File: src/rtl/prog_truth_table_if.sv
// rtl/prog_truth_table_if.sv - serial table-load and evaluation signal bundle for prog_truth_table
interface prog_truth_table_if #(
  parameter int N_IN = 3
) ();
  logic            cfg_valid;
  logic            cfg_bit;
  logic            cfg_ready;
  logic            cfg_done;
  logic            in_valid;
  logic [N_IN-1:0] in_bits;
  logic            out_valid;
  logic            out;

  modport master (
    output cfg_valid, cfg_bit, in_valid, in_bits,
    input  cfg_ready, cfg_done, out_valid, out
  );

  modport slave (
    input  cfg_valid, cfg_bit, in_valid, in_bits,
    output cfg_ready, cfg_done, out_valid, out
  );
endinterface

File: src/rtl/prog_truth_table.sv
// rtl/prog_truth_table.sv - serially reprogrammable N_IN-input truth table with registered output
// Optional output settling filter enabled by LUT_SETTLE_EN.
module prog_truth_table #(
  parameter int                   N_IN        = 3,
  parameter logic [(2**N_IN)-1:0] RESET_TABLE = 8'hBE,
  parameter int                   SETTLE      = 4
) (
  input  logic                 clk,
  input  logic                 rst,
  prog_truth_table_if.slave    bus
);
  localparam int TBL = 2 ** N_IN;
  localparam int CW  = N_IN + 1;

  if (N_IN < 1 || N_IN > 6) begin : g_bad_n_in
    $error("prog_truth_table: N_IN out of range 1..6");
  end
  if (SETTLE < 1 || SETTLE > 15) begin : g_bad_settle
    $error("prog_truth_table: SETTLE out of range 1..15");
  end

  typedef enum logic [1:0] {
    IDLE   = 2'd0,
    LOAD   = 2'd1,
    COMMIT = 2'd2
  } state_t;

  state_t          state_q, state_d;
  logic [CW-1:0]   cnt_q, cnt_d;
  logic [TBL-1:0]  shadow_q, shadow_d;
  logic [TBL-1:0]  table_q, table_d;
  logic            cfg_ready_q, cfg_ready_d;
  logic            cfg_done_q, cfg_done_d;
  logic            out_valid_q, out_valid_d;
  logic            out_q, out_d;

  logic            accept;
  logic [N_IN-1:0] rev_idx;
  logic            raw;

  assign accept  = bus.cfg_valid && cfg_ready_q;
  // Table is stored MSB-first, so index i lives at bit TBL-1-i, i.e. the bitwise inverse.
  assign rev_idx = ~bus.in_bits;
  assign raw     = table_q[rev_idx];

  always_comb begin
    state_d  = state_q;
    cnt_d    = cnt_q;
    shadow_d = shadow_q;
    table_d  = table_q;
    unique case (state_q)
      IDLE, LOAD: begin
        if (accept) begin
          shadow_d = {shadow_q[TBL-2:0], bus.cfg_bit};
          cnt_d    = cnt_q + CW'(1);
          state_d  = (cnt_q == CW'(TBL - 1)) ? COMMIT : LOAD;
        end
      end
      COMMIT: begin
        table_d = shadow_q;
        cnt_d   = '0;
        state_d = IDLE;
      end
      default: state_d = IDLE;
    endcase
    cfg_ready_d = (state_d != COMMIT);
    cfg_done_d  = (state_d == COMMIT);
  end

`ifdef LUT_SETTLE_EN
  localparam logic [4:0] SETTLE_W = 5'(SETTLE);
  logic [3:0] settle_q, settle_d;

  always_comb begin
    out_valid_d = bus.in_valid;
    out_d       = out_q;
    settle_d    = settle_q;
    if (bus.in_valid) begin
      if (raw != out_q) begin
        if (({1'b0, settle_q} + 5'd1) >= SETTLE_W) begin
          out_d    = raw;
          settle_d = '0;
        end else begin
          settle_d = settle_q + 4'd1;
        end
      end else begin
        settle_d = '0;
      end
    end
    // A freshly committed table restarts the disagreement count.
    if (state_q == COMMIT) begin
      settle_d = '0;
    end
  end
`else
  always_comb begin
    out_valid_d = bus.in_valid;
    out_d       = bus.in_valid ? raw : out_q;
  end
`endif

  always_ff @(posedge clk) begin
    if (rst) begin
      state_q     <= IDLE;
      cnt_q       <= '0;
      shadow_q    <= '0;
      table_q     <= RESET_TABLE;
      cfg_ready_q <= 1'b1;
      cfg_done_q  <= 1'b0;
      out_valid_q <= 1'b0;
      out_q       <= 1'b0;
`ifdef LUT_SETTLE_EN
      settle_q    <= '0;
`endif
    end else begin
      state_q     <= state_d;
      cnt_q       <= cnt_d;
      shadow_q    <= shadow_d;
      table_q     <= table_d;
      cfg_ready_q <= cfg_ready_d;
      cfg_done_q  <= cfg_done_d;
      out_valid_q <= out_valid_d;
      out_q       <= out_d;
`ifdef LUT_SETTLE_EN
      settle_q    <= settle_d;
`endif
    end
  end

  assign bus.cfg_ready = cfg_ready_q;
  assign bus.cfg_done  = cfg_done_q;
  assign bus.out_valid = out_valid_q;
  assign bus.out       = out_q;
endmodule

File: src/flat_wrapper.sv
// flat-port wrapper written by rule: the top's interface ports become plain ports
module prog_truth_table_flat 
#(
  parameter int                   N_IN        = 3,
  parameter logic [(2**N_IN)-1:0] RESET_TABLE = 8'hBE,
  parameter int                   SETTLE      = 4
)
  (clk, rst, bus_cfg_valid, bus_cfg_bit, bus_in_valid, bus_in_bits, bus_cfg_ready, bus_cfg_done, bus_out_valid, bus_out);
  prog_truth_table_if #(.N_IN(N_IN)) bus_i ();
  input  logic clk;
  input  logic rst;
  input wire logic [$bits(bus_i.cfg_valid)-1:0] bus_cfg_valid;
  input wire logic [$bits(bus_i.cfg_bit)-1:0] bus_cfg_bit;
  input wire logic [$bits(bus_i.in_valid)-1:0] bus_in_valid;
  input wire logic [$bits(bus_i.in_bits)-1:0] bus_in_bits;
  output wire logic [$bits(bus_i.cfg_ready)-1:0] bus_cfg_ready;
  output wire logic [$bits(bus_i.cfg_done)-1:0] bus_cfg_done;
  output wire logic [$bits(bus_i.out_valid)-1:0] bus_out_valid;
  output wire logic [$bits(bus_i.out)-1:0] bus_out;
  assign bus_i.cfg_valid = bus_cfg_valid;
  assign bus_i.cfg_bit = bus_cfg_bit;
  assign bus_i.in_valid = bus_in_valid;
  assign bus_i.in_bits = bus_in_bits;
  assign bus_cfg_ready = bus_i.cfg_ready;
  assign bus_cfg_done = bus_i.cfg_done;
  assign bus_out_valid = bus_i.out_valid;
  assign bus_out = bus_i.out;
  prog_truth_table #(.N_IN(N_IN), .RESET_TABLE(RESET_TABLE), .SETTLE(SETTLE)) u_core (.clk(clk), .rst(rst), .bus(bus_i));
endmodule
File: config.mk
export PLATFORM = sky130hd
export DESIGN_NAME = prog_truth_table_flat
export DESIGN_NICKNAME = d
export VERILOG_FILES = /design/src/rtl/prog_truth_table_if.sv /design/src/rtl/prog_truth_table.sv /design/src/flat_wrapper.sv
export SDC_FILE = /design/constraint.sdc
export NUM_CORES = 1
export LEC_CHECK = 0
export CORE_MARGIN = 4
export CORE_UTILIZATION = 50
export CTS_BUF_LIST = sky130_fd_sc_hd__clkbuf_4 sky130_fd_sc_hd__clkbuf_8
export CTS_CLUSTER_SIZE = 16
export DETAILED_ROUTE_END_ITERATION = 10
export PLACE_DENSITY = 0.79
export SLEW_MARGIN = 20
export SYNTH_ARGS = -nofsm -noshare
export SYNTH_HDL_FRONTEND = slang
export SYNTH_SLANG_ARGS = --single-unit
File: constraint.sdc
create_clock -name clk -period 2.19 [get_ports clk]
set_clock_uncertainty 0.2 [all_clocks]
set_input_delay 0.438 -clock clk [delete_from_list [all_inputs] [get_ports clk]]
set_output_delay 0.438 -clock clk [all_outputs]
set_load 0.01 [all_outputs]
### Word level (Yosys, flattened, before mapping)

Cells that the tools add are included.

| storage, ports and cells | value |
|---|---|
| word-level logic and storage cells | 30 |
| bits in registers | 26 |
| output and inout port bits | 4 |
| input port bits | 8 |
| bits in latches | 0 |
| RAM bits | 0 |
| bits in read-only memories | 0 |
| memories kept | 0 |

| cells by class | value |
|---|---|
| bitwise gates (word level) | 1 |
| reduce and logical (&&, ||, !) cells | 6 |
| eq/ne operators | 6 |
| shift-type cells | 0 |
| $add $sub $neg | 1 |
| div/mod/pow operators | 0 |
| mux-type cells | 7 |
| order comparisons | 1 |
| multipliers | 0 |

Operators by type and width:

| operator | number |
|---|---|
| case mux 4 bit (2 select lines) | 1 |
| 2-to-1 mux 2 bit | 3 |
| adder 4 x 1 -> 4 bit (second input constant) | 1 |
| == test 2 bit (second input constant) | 2 |
| == test 4 x 3 -> 1 bit (second input constant) | 1 |
| less-than comparator 3 x 4 -> 1 bit (second input constant) | 1 |
| 2-to-1 mux 4 bit | 1 |
| AND reduction 2 bit | 2 |
| binary-select mux 1 bit (select 3 bit) | 1 |
| inverter 3 bit | 1 |
| == test 2 x 1 -> 1 bit (second input constant) | 1 |
| zero test 2 bit | 1 |
| inequality test 2 x 1 -> 1 bit (second input constant) | 1 |
| inequality test 2 bit (second input constant) | 1 |
| nonzero test 2 bit | 1 |
| OR reduction 2 bit | 1 |
| logical AND 1 bit | 1 |
| 2-to-1 mux 1 bit | 1 |

### Depth between registers and ports, before layout

| depth | value |
|---|---|
| depth in word-level cells | 5 |
| mapped depth | 5 |
| gate-level depth less buffers | 4 |

### Worst setup path before layout

Ideal clock, no wire load.

| timing | value |
|---|---|
| path type | input-to-reg |
| from | in bus_in_bits[0] |
| to | reg u_core.out_q, in the netlist u_core.bus.out |
| buffers on the path | 1 |
| stages on the path | 4 |
| arrival time | 1.311 ns |
| path slack | 0.600 ns |
| required time | 1.911 ns |
| setup time | 0.079 ns |
| cells stage by stage | buf_6 mux2i_1 mux4_2 a211oi_2 |

| on the way | value |
|---|---|
| cells in the longest elaborated chain, start to end | 3 |

Ends and longest elaborated chain:

| what | line | text |
|---|---|---|
| start, declared | flat_wrapper.sv:15 | `input wire logic [$bits(bus_i.in_bits)-1:0] bus_in_bits;` |
| inverter 3 bit | prog_truth_table.sv:43 | `assign rev_idx = ~bus.in_bits;` |
| binary-select mux 1 bit (select 3 bit) | prog_truth_table.sv:44 | `assign raw = table_q[rev_idx];` |
| 2-to-1 mux 1 bit (implied by the code) | prog_truth_table.sv:44 |  |
| end signal, assigned | prog_truth_table.sv:123 | `out_q <= out_d;` |
| end, declared | prog_truth_table.sv:35 | `logic out_q, out_d;` |

No other way between the ends. The select of a mux whose other input is x is not followed.
A chain may end at the register's enable or synchronous reset.

### Final worst setup path

| timing | value |
|---|---|
| from | reg u_core.cfg_ready_q, in the netlist u_core.bus.cfg_ready |
| to | out bus_cfg_ready |

RTL lines:

| what | line | text |
|---|---|---|
| start, declared | prog_truth_table.sv:32 | `logic cfg_ready_q, cfg_ready_d;` |
| start signal, assigned | prog_truth_table.sv:120 | `cfg_ready_q <= cfg_ready_d;` |
| end, declared | flat_wrapper.sv:16 | `output wire logic [$bits(bus_i.cfg_ready)-1:0] bus_cfg_ready;` |

No word-level cell between the ends.

==> flow_summary.yaml <==
outcome:
  outcome: "completed"
clock_network:
  cts-resized-gates: 0
  postCtsSetupBuffers: 0
  numClockSinks: 26
  cts_made_buffers: 3
  clockBufferDepth: 2
  ctsHoldBuffers: 0
  cts_root_buf: "clkbuf_4"
  path_clk_slew_ns: 0.14
  worstSkewPairLatency_ns: 0.31
  h-tree-depth: 1
  cts_tree: "yes"
placed_design:
  gp_congestion: 0.859
  dpl_cell_area_um2: 1150
  dp_hpwl_mm: 1.39
  place_ws_ns: 0.0454
  io_buffers: 11
layout:
  multi_input_area_um2: 457
  drive_gt1_frac: 0.0775
  finalInstanceArea_um2: 1210
  syn_to_final_growth_pct: 18.6
  seq_area_um2: 520
  antenna_cells: 0
  nFillCells: 182
  postLayoutCoreUtil: 0.622
  layout.nets: 139
power_and_ir_drop:
  internal-power_uw: 700
  switching_share: 0.200
  p_per_area_nw_per_um2: 724
  p_comb_frac: 0.071
  power_frac_clock: 0.371
  p_sw_uw: 175
  ir_drop_mv: 0.457
  power.leakage_nw: 0.469
  seq_power_share: 0.558
critical_path:
  cp_num_cells: 1
  rrSetupSlack_ns: 0.70
  crit_family: "buffers and inverters"
  cp_slowest_cell: "clkdlybuf4s50_1"
  rr_startpoint: "u_core.state_q[1]"
  worstSetupEndpointType: "output pin"
  startpoint: "u_core.bus.cfg_ready"
  crit_chain: "clkdlybuf4s50_1"
  cp_num_buf_inv: 1
  cp-start-kind: "register"
  crit_type: "reg2out"
  cp.required_ns: 1.55
  cp_data_arrival_time_ns: 1.26
  critical_path_peak_fanout: 4
  max_stage_delay_ns: 0.55
  reg2reg_depth: 4
synth:
  syn_area_um2: 1020
  synth_ff_type: "dfxtp_1"
  synth_area_leader_cell: "dfxtp_1"
  synth_top_area_share: 0.511
  synth-seq-cells: 26
  syn_nets: 126
  yosysSeqAreaShare: 0.511
  synth_cells: 117
  synth_area_leaders: "dfxtp_1, nand2_1, a21oi_1, nand3b_1, mux2i_1"
  async_reset_ff_frac: 0
  synth.distinct_cells: 21
  synth.most_common_cell: "nand2_1"
  synth.cells.most_frequent: "nand2_1, dfxtp_1, a21oi_1"
  syn-mean-instance-area_um2: 8.70
  synth-edff-count: 0
  yosysWarnings: 0
global_routing:
  grt_max_degree: 21
  grtUsageTotal: 0.155
  grt_pass1_vias: 757
  overflow: 0
  grt_pass1_wl_mm: 3.19
  antenna_found_initial: 0
timing:
  fmax_mhz: 528
  setup_viol: 0
  final_max_slew_viol_count: 0
  period_minus_slack_ns: 1.89
  fin_setup_tns_ns: 0
  hold_viol_final: 0
  rsz0062_at_grt: "no"
  timing.final.crit_share: 0.864
  worst_slew_pin_slew_ns: 0.350
  finalWorstSetupSlack_ns: 0.297
  max_slew_margin: 0.767
floorplanning:
  initial_core_util: 0.524
  pin_count: 12
  die_area_um2: 2820
  coreArea_um2: 1940
  rows: 16
  die_w_um: 53.1
  die_h_um: 53.1
min_path:
  hold_start: "u_core.table_q[6]"
  hold_path_class: "reg2reg"
  holdPathStages: 2
job:
  drv_cap: 0
routing:
  dr.pass1.iters: 4
  drc: 0
  ant_nets: 0
  wl_per_cell_um: 12.2
  vias_per_cell: 5.14
  routed_wl_mm: 1.90
  drtIter0Drc: 6
  vias: 802
==> worst min-delay path, delay by kind of cell, from the launching register on <==
| kind | cells | cell delay, ns |
|---|---|---|
| flip-flops | 1 | 0.34 |
| AND/OR/NAND/NOR | 1 | 0.05 |
| AO/OA/AOI/OAI | 1 | 0.05 |
==> routing by layer <==
| metal | vias up | track usage | wire (µm) |
|---|---|---|---|
| met3 | 2 | 0.0254 | 71 |
| met2 | 11 | 0.267 | 924 |
| met1 | 376 | 0.188 | 889 |
| li1 | 413 | - | - |
| met5 | - | 0 | 0 |
| met4 | 0 | 0.0638 | 18 |
==> final timing paths <==
check | to
setup reg to reg | u_core.cnt_q[3]
setup / recovery | bus_cfg_ready
hold / removal | u_core.table_q[6]
hold reg to reg | u_core.table_q[6]
==> power by group through the flow <==
stage          Clock, mW  Combinational, mW  Sequential, mW
3_5_place_dp           0             0.0626           0.498
3_3_place_gp           0             0.0607           0.498
4_1_cts            0.330             0.0633           0.488
2_1_floorplan          0             0.0352           0.498
5_1_grt            0.349             0.0691           0.489
6_report           0.324             0.0623           0.488
==> area by class of cell <==
type	count	share of cell area
inverter	1	0.00311
timing repair buffer	15	0.116
clock inverter	1	0.0249
sequential	26	0.431
tap	27	0.0280
clock buffer	3	0.0187
multi-input combinational	83	0.378
==> through the flow <==
step,total power [mW],hold WS (ns),instances
after floorplan,0.533,0.228,117
after global placement,0.558,0.244,152
after detailed placement,0.561,0.247,152
after CTS,0.881,0.265,156
after global routing,0.907,0.297,156
final,0.875,0.266,156
==> cells by family (layout without fill, tap and decap cells) <==
group,count (synthesis),after routing,share of synthesized area
adders and majority gates,1,1,0.0123
buffers and inverters,8,20,0.0405
muxes,6,6,0.0713
and+or+nand+nor,59,59,0.271
AOI/OAI and AO/OA,17,17,0.0934
DFF,26,26,0.511
==> layout by cell type (no fill, tap or decap) <==
cell             netlist  layout
inv_1                  1       1
a21oi_1               14      14
clkbuf_4               0       3
nand3b_1               9       9
nor4_1                 2       2
nand2b_1               1       1
mux4_2                 1       1
mux2i_1                5       5
dfxtp_1               26      26
nand3_1                2       2
nor2b_1                2       2
ha_1                   1       1
nand2_1               34      34
o21ai_1                1       1
nor2_1                 7       7
nor3_1                 1       1
clkdlybuf4s50_1        0      11
bufinv_16              0       1
and3b_1                1       1
a211oi_1               1       1
buf_4                  0       4
a211oi_2               1       1
==> sequential cells by signal, indices dropped and copies added, names as in the netlist <==
register / flops
u_core.cnt_q: 4
u_core.table_q: 8
u_core.shadow_q: 8
u_core.state_q: 2
u_core.bus.out: 1
u_core.bus.cfg_done: 1
u_core.bus.out_valid: 1
u_core.bus.cfg_ready: 1
(Power assumes the default switching activity.)
